### src/rtl/iir_delay_line_ctrl_pkg.sv
// Shared definitions for the IIR sample delay line: controller state encoding
// and the address-width helper used by both the controller and the sample RAM.
package iir_delay_line_ctrl_pkg;

  typedef enum logic [2:0] {
    ST_INIT  = 3'd0,
    ST_IDLE  = 3'd1,
    ST_WRITE = 3'd2,
    ST_READ  = 3'd3,
    ST_DRAIN = 3'd4
  } state_t;

  // ceil(log2(n)), never less than 1 so a 2-entry RAM still gets a real address bit.
  function automatic int clog2_min1(input int n);
    int w;
    w = 1;
    while ((1 << w) < n) w++;
    return w;
  endfunction

endpackage

### src/rtl/iir_delay_line_ctrl.sv
// Circular delay-line sequencer for the IIR sample RAM: zero-fills after reset,
// writes each accepted sample, then streams taps x[n]..x[n-DEPTH+1] downstream.
module iir_delay_line_ctrl
  import iir_delay_line_ctrl_pkg::*;
#(
  parameter  int DEPTH     = 8,
  parameter  int dataWidth = 6,
  localparam int addWidth  = clog2_min1(DEPTH)
) (
  input  logic                 CLK,
  input  logic                 RST,
  input  logic                 clr,
  input  logic                 in_valid,
  output logic                 in_ready,
  input  logic [dataWidth-1:0] in_data,
  output logic                 ram_we,
  output logic [addWidth-1:0]  ram_addr,
  output logic [dataWidth-1:0] ram_din,
  input  logic [dataWidth-1:0] ram_dout,
  output logic                 tap_valid,
  input  logic                 tap_ready,
  output logic [dataWidth-1:0] tap_data,
  output logic [addWidth-1:0]  tap_idx,
  output logic                 tap_last
);

  localparam logic [addWidth-1:0] LAST_IDX = addWidth'(DEPTH - 1);

  state_t                 r_state;
  state_t                 w_next;
  logic [addWidth-1:0]    r_init_cnt;
  logic [addWidth-1:0]    r_wptr;
  logic [addWidth-1:0]    r_raddr;
  logic [addWidth-1:0]    r_k;
  logic [dataWidth-1:0]   r_sample;
  logic                   r_tap_valid;
  logic [dataWidth-1:0]   r_tap_data;
  logic [addWidth-1:0]    r_tap_idx;
  logic                   r_tap_last;
  logic                   w_issue;

  // A new tap may be loaded whenever the output register is empty or being consumed.
  assign w_issue = !r_tap_valid || tap_ready;

  always_ff @(posedge CLK or negedge RST) begin
    if (!RST) r_state <= ST_INIT;
    else      r_state <= w_next;
  end

  // NOTE: every output of this block gets a default first, so no path can infer a latch.
  always_comb begin
    w_next   = r_state;
    ram_we   = 1'b0;
    ram_addr = '0;
    ram_din  = '0;
    in_ready = 1'b0;
    case (r_state)
      ST_INIT: begin
        ram_we   = 1'b1;
        ram_addr = r_init_cnt;
        if (r_init_cnt == LAST_IDX) w_next = ST_IDLE;
      end
      ST_IDLE: begin
        in_ready = 1'b1;
        if (clr)           w_next = ST_INIT;
        else if (in_valid) w_next = ST_WRITE;
      end
      ST_WRITE: begin
        ram_we   = 1'b1;
        ram_addr = r_wptr;
        ram_din  = r_sample;
        w_next   = ST_READ;
      end
      ST_READ: begin
        ram_addr = r_raddr;
        if (w_issue && (r_k == LAST_IDX)) w_next = ST_DRAIN;
      end
      ST_DRAIN: begin
        if (r_tap_valid && tap_ready) w_next = ST_IDLE;
      end
      default: w_next = ST_INIT;
    endcase
  end

  // NOTE: sequential state uses non-blocking assignments so every register samples pre-edge values.
  always_ff @(posedge CLK or negedge RST) begin
    if (!RST) begin
      r_init_cnt  <= '0;
      r_wptr      <= '0;
      r_raddr     <= '0;
      r_k         <= '0;
      r_sample    <= '0;
      r_tap_valid <= 1'b0;
      r_tap_data  <= '0;
      r_tap_idx   <= '0;
      r_tap_last  <= 1'b0;
    end else begin
      case (r_state)
        ST_INIT: begin
          if (r_init_cnt == LAST_IDX) begin
            r_init_cnt <= '0;
            r_wptr     <= '0;
          end else begin
            r_init_cnt <= r_init_cnt + 1'b1;
          end
        end
        ST_IDLE: begin
          if (clr) begin
            r_init_cnt <= '0;
            r_wptr     <= '0;
          end else if (in_valid) begin
            r_sample <= in_data;
          end
        end
        ST_WRITE: begin
          r_raddr <= r_wptr;
          r_k     <= '0;
        end
        ST_READ: begin
          if (w_issue) begin
            r_tap_data  <= ram_dout;
            r_tap_idx   <= r_k;
            r_tap_last  <= (r_k == LAST_IDX);
            r_tap_valid <= 1'b1;
            r_raddr     <= (r_raddr == '0) ? LAST_IDX : r_raddr - 1'b1;
            r_k         <= r_k + 1'b1;
            // Advance the write pointer once the oldest tap has been issued.
            if (r_k == LAST_IDX)
              r_wptr <= (r_wptr == LAST_IDX) ? '0 : r_wptr + 1'b1;
          end
        end
        ST_DRAIN: begin
          if (r_tap_valid && tap_ready) r_tap_valid <= 1'b0;
        end
        default: ;
      endcase
    end
  end

  assign tap_valid = r_tap_valid;
  assign tap_data  = r_tap_data;
  assign tap_idx   = r_tap_idx;
  assign tap_last  = r_tap_last;

endmodule

### config.mk
export PLATFORM = sky130hd
export DESIGN_NAME = iir_delay_line_ctrl
export DESIGN_NICKNAME = d
export VERILOG_FILES = /design/src/rtl/iir_delay_line_ctrl_pkg.sv /design/src/rtl/iir_delay_line_ctrl.sv
export SDC_FILE = /design/constraint.sdc
export NUM_CORES = 1
export LEC_CHECK = 0
export ABC_CLOCK_PERIOD_IN_PS = 3110
export BUFFER_PORTS_ARGS = -buffer_cell sky130_fd_sc_hd__buf_2
export CORE_MARGIN = 2
export CORE_UTILIZATION = 53
export CTS_BUF_LIST = sky130_fd_sc_hd__clkbuf_4 sky130_fd_sc_hd__clkbuf_8
export CTS_CLUSTER_DIAMETER = 150
export DETAILED_ROUTE_END_ITERATION = 7
export GPL_TIMING_DRIVEN = 0
export PLACE_DENSITY = 0.79
export SETUP_SLACK_MARGIN = 0.15
export SLEW_MARGIN = 15
export SYNTH_ARGS = -nofsm -noshare
export SYNTH_HDL_FRONTEND = slang
export SYNTH_SLANG_ARGS = --single-unit
### constraint.sdc
create_clock -name CLK -period 3.11 [get_ports CLK]
set_clock_uncertainty 0.15 [all_clocks]
set_input_delay 0 -clock CLK [delete_from_list [all_inputs] [get_ports CLK]]
set_output_delay 0 -clock CLK [all_outputs]
set_load 0.01 [all_outputs]
==> impl_metrics.csv <==
group,metric,value,unit
status,status,"completed",
die,ios,39,
global_route,global_route.overflow_total,0,
placement,post-place-ws,1.10,ns
finish,antenna_cells_inserted,0,
logic_synthesis,share_of_flip_flops_with_an_asynchronous_set_or_reset_after_synthesis,1.00,
die,die_height,59.5,um
worst_setup_path,endpoint_kind,"flip-flop",
global_route,globalRouteTotalUtil,0.220,
global_route,grt_start_max_net_pins,33,
logic_synthesis,synthesis.yosys.warnings,0,
timing,worstMarginPinSlew,0.945,ns
clock_network,sink_count_of_the_clock_tree,32,
route,detail_route.wl_per_cell,14.6,um
clock_network,worst_setup_hold_path_clk_slew,0.10,ns
route,postRouteWirelength,3.41,mm
route,drtAntennaViolNets,0,
placement,placement.io_buffers,38,
finish,multiInputGateArea,787,um^2
die,die_x,59.5,um
timing,final-setup-viol-count,0,
timing,fmax,0.375,GHz
logic_synthesis,post_synthesis_instance_area,0.00163,mm^2
worst_setup_path,crit_path_max_fanout,10,
route,dr_vias,1289,
finish,fin_util,0.697,
route,drt-initial-drc-count,36,
clock_network,max-clock-path-buffers,2,
die,initial_utilization,0.544,
logic_synthesis,average_footprint_of_a_synthesized_cell,11.9,um^2
global_route,grt_antenna_before_repair,0,
worst_setup_path,crit_arrival,2.79,ns
route,drc,0,
logic_synthesis,synth_seq_area_share,0.490,
worst_setup_path,timing.setup.critical_path_class,"flip-flop to flip-flop",
timing,slew_headroom,0.369,
power,irDropWorstVdd,0.000502,V
power,power.density,823,mW/mm^2
route,via_per_inst,5.53,
worst_setup_path,setup.reg_to_reg.worst_slack,0.44,ns
flow_run,max_cap_viol_count,0,
clock_network,ctsRootBufferMaster,"sky130_fd_sc_hd__clkbuf_4",
timing,finalMaxSlewViolations,0,
die,die_area,0.00354,mm^2
global_route,grt_pass1_vias,1309,
timing,hold_viol_final,0,
worst_setup_path,worst_path_dominant_cell_family,"buffers and inverters",
timing,summed_negative_setup_slack_over_all_endpoints,0,ns
die,floorplan.rows,20,
placement,hpwlAfterDp,2.37,mm
worst_setup_path,worstPathBufferInverterCount,3,
clock_network,cts_tree,"yes",
clock_network,cts_inserted_buffers,5,
worst_setup_path,critPathSlowestCell,"sky130_fd_sc_hd__dlygate4sd3_1",
worst_setup_path,sequence_of_cells_on_the_critical_path,"clkbuf_1 > or4_1 > dlygate4sd3_1 > o211ai_1 > dlygate4sd3_1",
power,leakage,1.08,nW
logic_synthesis,synth_edf_count,0,
logic_synthesis,dominantRegCellSynth,"sky130_fd_sc_hd__dfrtp_1",
placement,place_inst,208,
worst_setup_path,crit_path_max_incr_delay,0.57,ns
placement,detailed_place.area,0.00187,mm^2
finish,num-nets-final,224,
worst_setup_path,critical-path-top-cell-by-count,"sky130_fd_sc_hd__dlygate4sd3_1",
timing,setup_slack,0.443,ns
die,core_area,0.00300,mm^2
finish,fillers,219,
logic_synthesis,syn_nets,162,
timing,grt_setup_unrepaired,"no",
worst_setup_path,worstPathRequired,3.23,ns
clock_network,ctsHtreeMaxLevel,2,
route,drt_first_pass_iters,4,
worst_setup_path,worst_setup_path_start_kind,"flip-flop",
timing,timing.final.crit_period,2.67,ns
finish,final_cell_mix,"sky130_fd_sc_hd__buf_2 (39), sky130_fd_sc_hd__dfrtp_1 (32), sky130_fd_sc_hd__dlygate4sd3_1 (17), sky130_fd_sc_hd__mux2_2 (15), sky130_fd_sc_hd__nor2_1 (11)",
global_route,grt_pass1_wl,5.69,mm
min_path,timing.hold.worst.class,"input port to flip-flop",
finish,area.growth.synth_to_final,28.0,%
finish,layoutNonFillerInstCount,233,
clock_network,insertion_delay,0.33,ns
logic_synthesis,postSynthCellCount,137,
finish,drive_gt1_frac,0.345,
finish,postLayoutCellArea,0.00209,mm^2
timing,final_cycle_utilization_of_the_critical_path,0.858,
clock_network,post-cts-setup-buffers,0,
finish,ff_latch_area,801,um^2
logic_synthesis,synth.lib_cells_used.distinct,34,
logic_synthesis,ys_seq_elements,32,
finish,final_common_cell,"sky130_fd_sc_hd__buf_2",
placement,gpl.final_weighted_congestion,0.816,
## synth_stat cells, types with 3 or more instances
| cell type | instances | area share |
|---|---|---|
| sky130_fd_sc_hd__nand2b_1 | 5 | 0.019 |
| sky130_fd_sc_hd__clkbuf_1 | 4 | 0.0092 |
| sky130_fd_sc_hd__dfrtp_1 | 32 | 0.49 |
| sky130_fd_sc_hd__a22oi_1 | 4 | 0.018 |
| sky130_fd_sc_hd__mux2_2 | 15 | 0.10 |
| sky130_fd_sc_hd__a22o_1 | 10 | 0.054 |
| sky130_fd_sc_hd__inv_1 | 5 | 0.011 |
| sky130_fd_sc_hd__nor2_1 | 11 | 0.025 |
| sky130_fd_sc_hd__mux2_4 | 6 | 0.055 |
| sky130_fd_sc_hd__ha_1 | 8 | 0.061 |
| sky130_fd_sc_hd__nand3b_1 | 3 | 0.014 |
| sky130_fd_sc_hd__and2_1 | 6 | 0.023 |
| sky130_fd_sc_hd__a21oi_1 | 3 | 0.0092 |
## layout make-up
class	count	share of cell area
sequential	32	0.383
multi-input combinational	94	0.376
timing repair buffer	55	0.172
tap	33	0.0197
clock buffer	5	0.0179
buffer	6	0.0132
clock inverter	3	0.00897
inverter	5	0.00897
## cells by family (layout without fill, tap and decap cells)
family / Yosys count / after routing / synth area share
mux: 21 / 21 / 0.159
simple gates: 38 / 38 / 0.132
fa+ha+maj: 8 / 8 / 0.0613
buf+inv: 11 / 74 / 0.0283
flops: 32 / 32 / 0.490
compound gates: 27 / 27 / 0.130
## through the flow
stage | hold WS (ns) | power, mW
after floorplan | -0.446 | 1.22
after CTS | 0.0306 | 1.73
after detailed placement | -0.0609 | 1.47
after global routing | 0.0294 | 1.85
final | 0.0395 | 1.72
after global placement | -0.0712 | 1.42
## report_power, final
part	internal [mW]	total (mW)	switching [mW]
Sequential	0.569	0.682	0.113
Combinational	0.419	0.808	0.389
Clock	0.0866	0.231	0.144
## worst reg2reg max path, stage by stage (launching register included)
cell	delay, ns
sky130_fd_sc_hd__dfrtp_1	0.46
sky130_fd_sc_hd__clkbuf_1	0.24
sky130_fd_sc_hd__or4_1	0.55
sky130_fd_sc_hd__dlygate4sd3_1	0.57
sky130_fd_sc_hd__o211ai_1	0.09
sky130_fd_sc_hd__dlygate4sd3_1	0.57
## worst paths after layout
| path | end | startpoint | cells after the start |
|---|---|---|---|
| worst min register to register | tap_data[0] | tap_data[0] | 1 |
| max in group asynchronous | r_init_cnt[1] | RST | 2 |
| min in group asynchronous | r_state[0] | RST | 2 |
| worst max-delay path | r_state[0] | r_state[1] | 5 |
| worst min-delay path | r_state[1] | clr | 4 |
| worst max register to register | r_state[0] | r_state[1] | 5 |
## state kept, by name (all words and copies together), names as in the netlist
signal	cells
tap_data	6
r_state	3
r_wptr	3
tap_valid	1
tap_idx	3
r_init_cnt	3
r_sample	6
tap_last	1
r_k	3
r_raddr	3
## per-layer routing
layer / track usage / wire (um) / up-vias
li1: - / - / 626
met1: 0.272 / 1420 / 626
met2: 0.366 / 1790 / 31
met3: 0.0655 / 152 / 6
met4: 0.0794 / 45 / 0
met5: 0 / 0 / -
## what timing repair did
action                    CTS  global route
hold buffers               17             0
hold endpoints to repair   48             0
resized for setup           0             0
No activity file was read; power rests on OpenSTA's default activity.
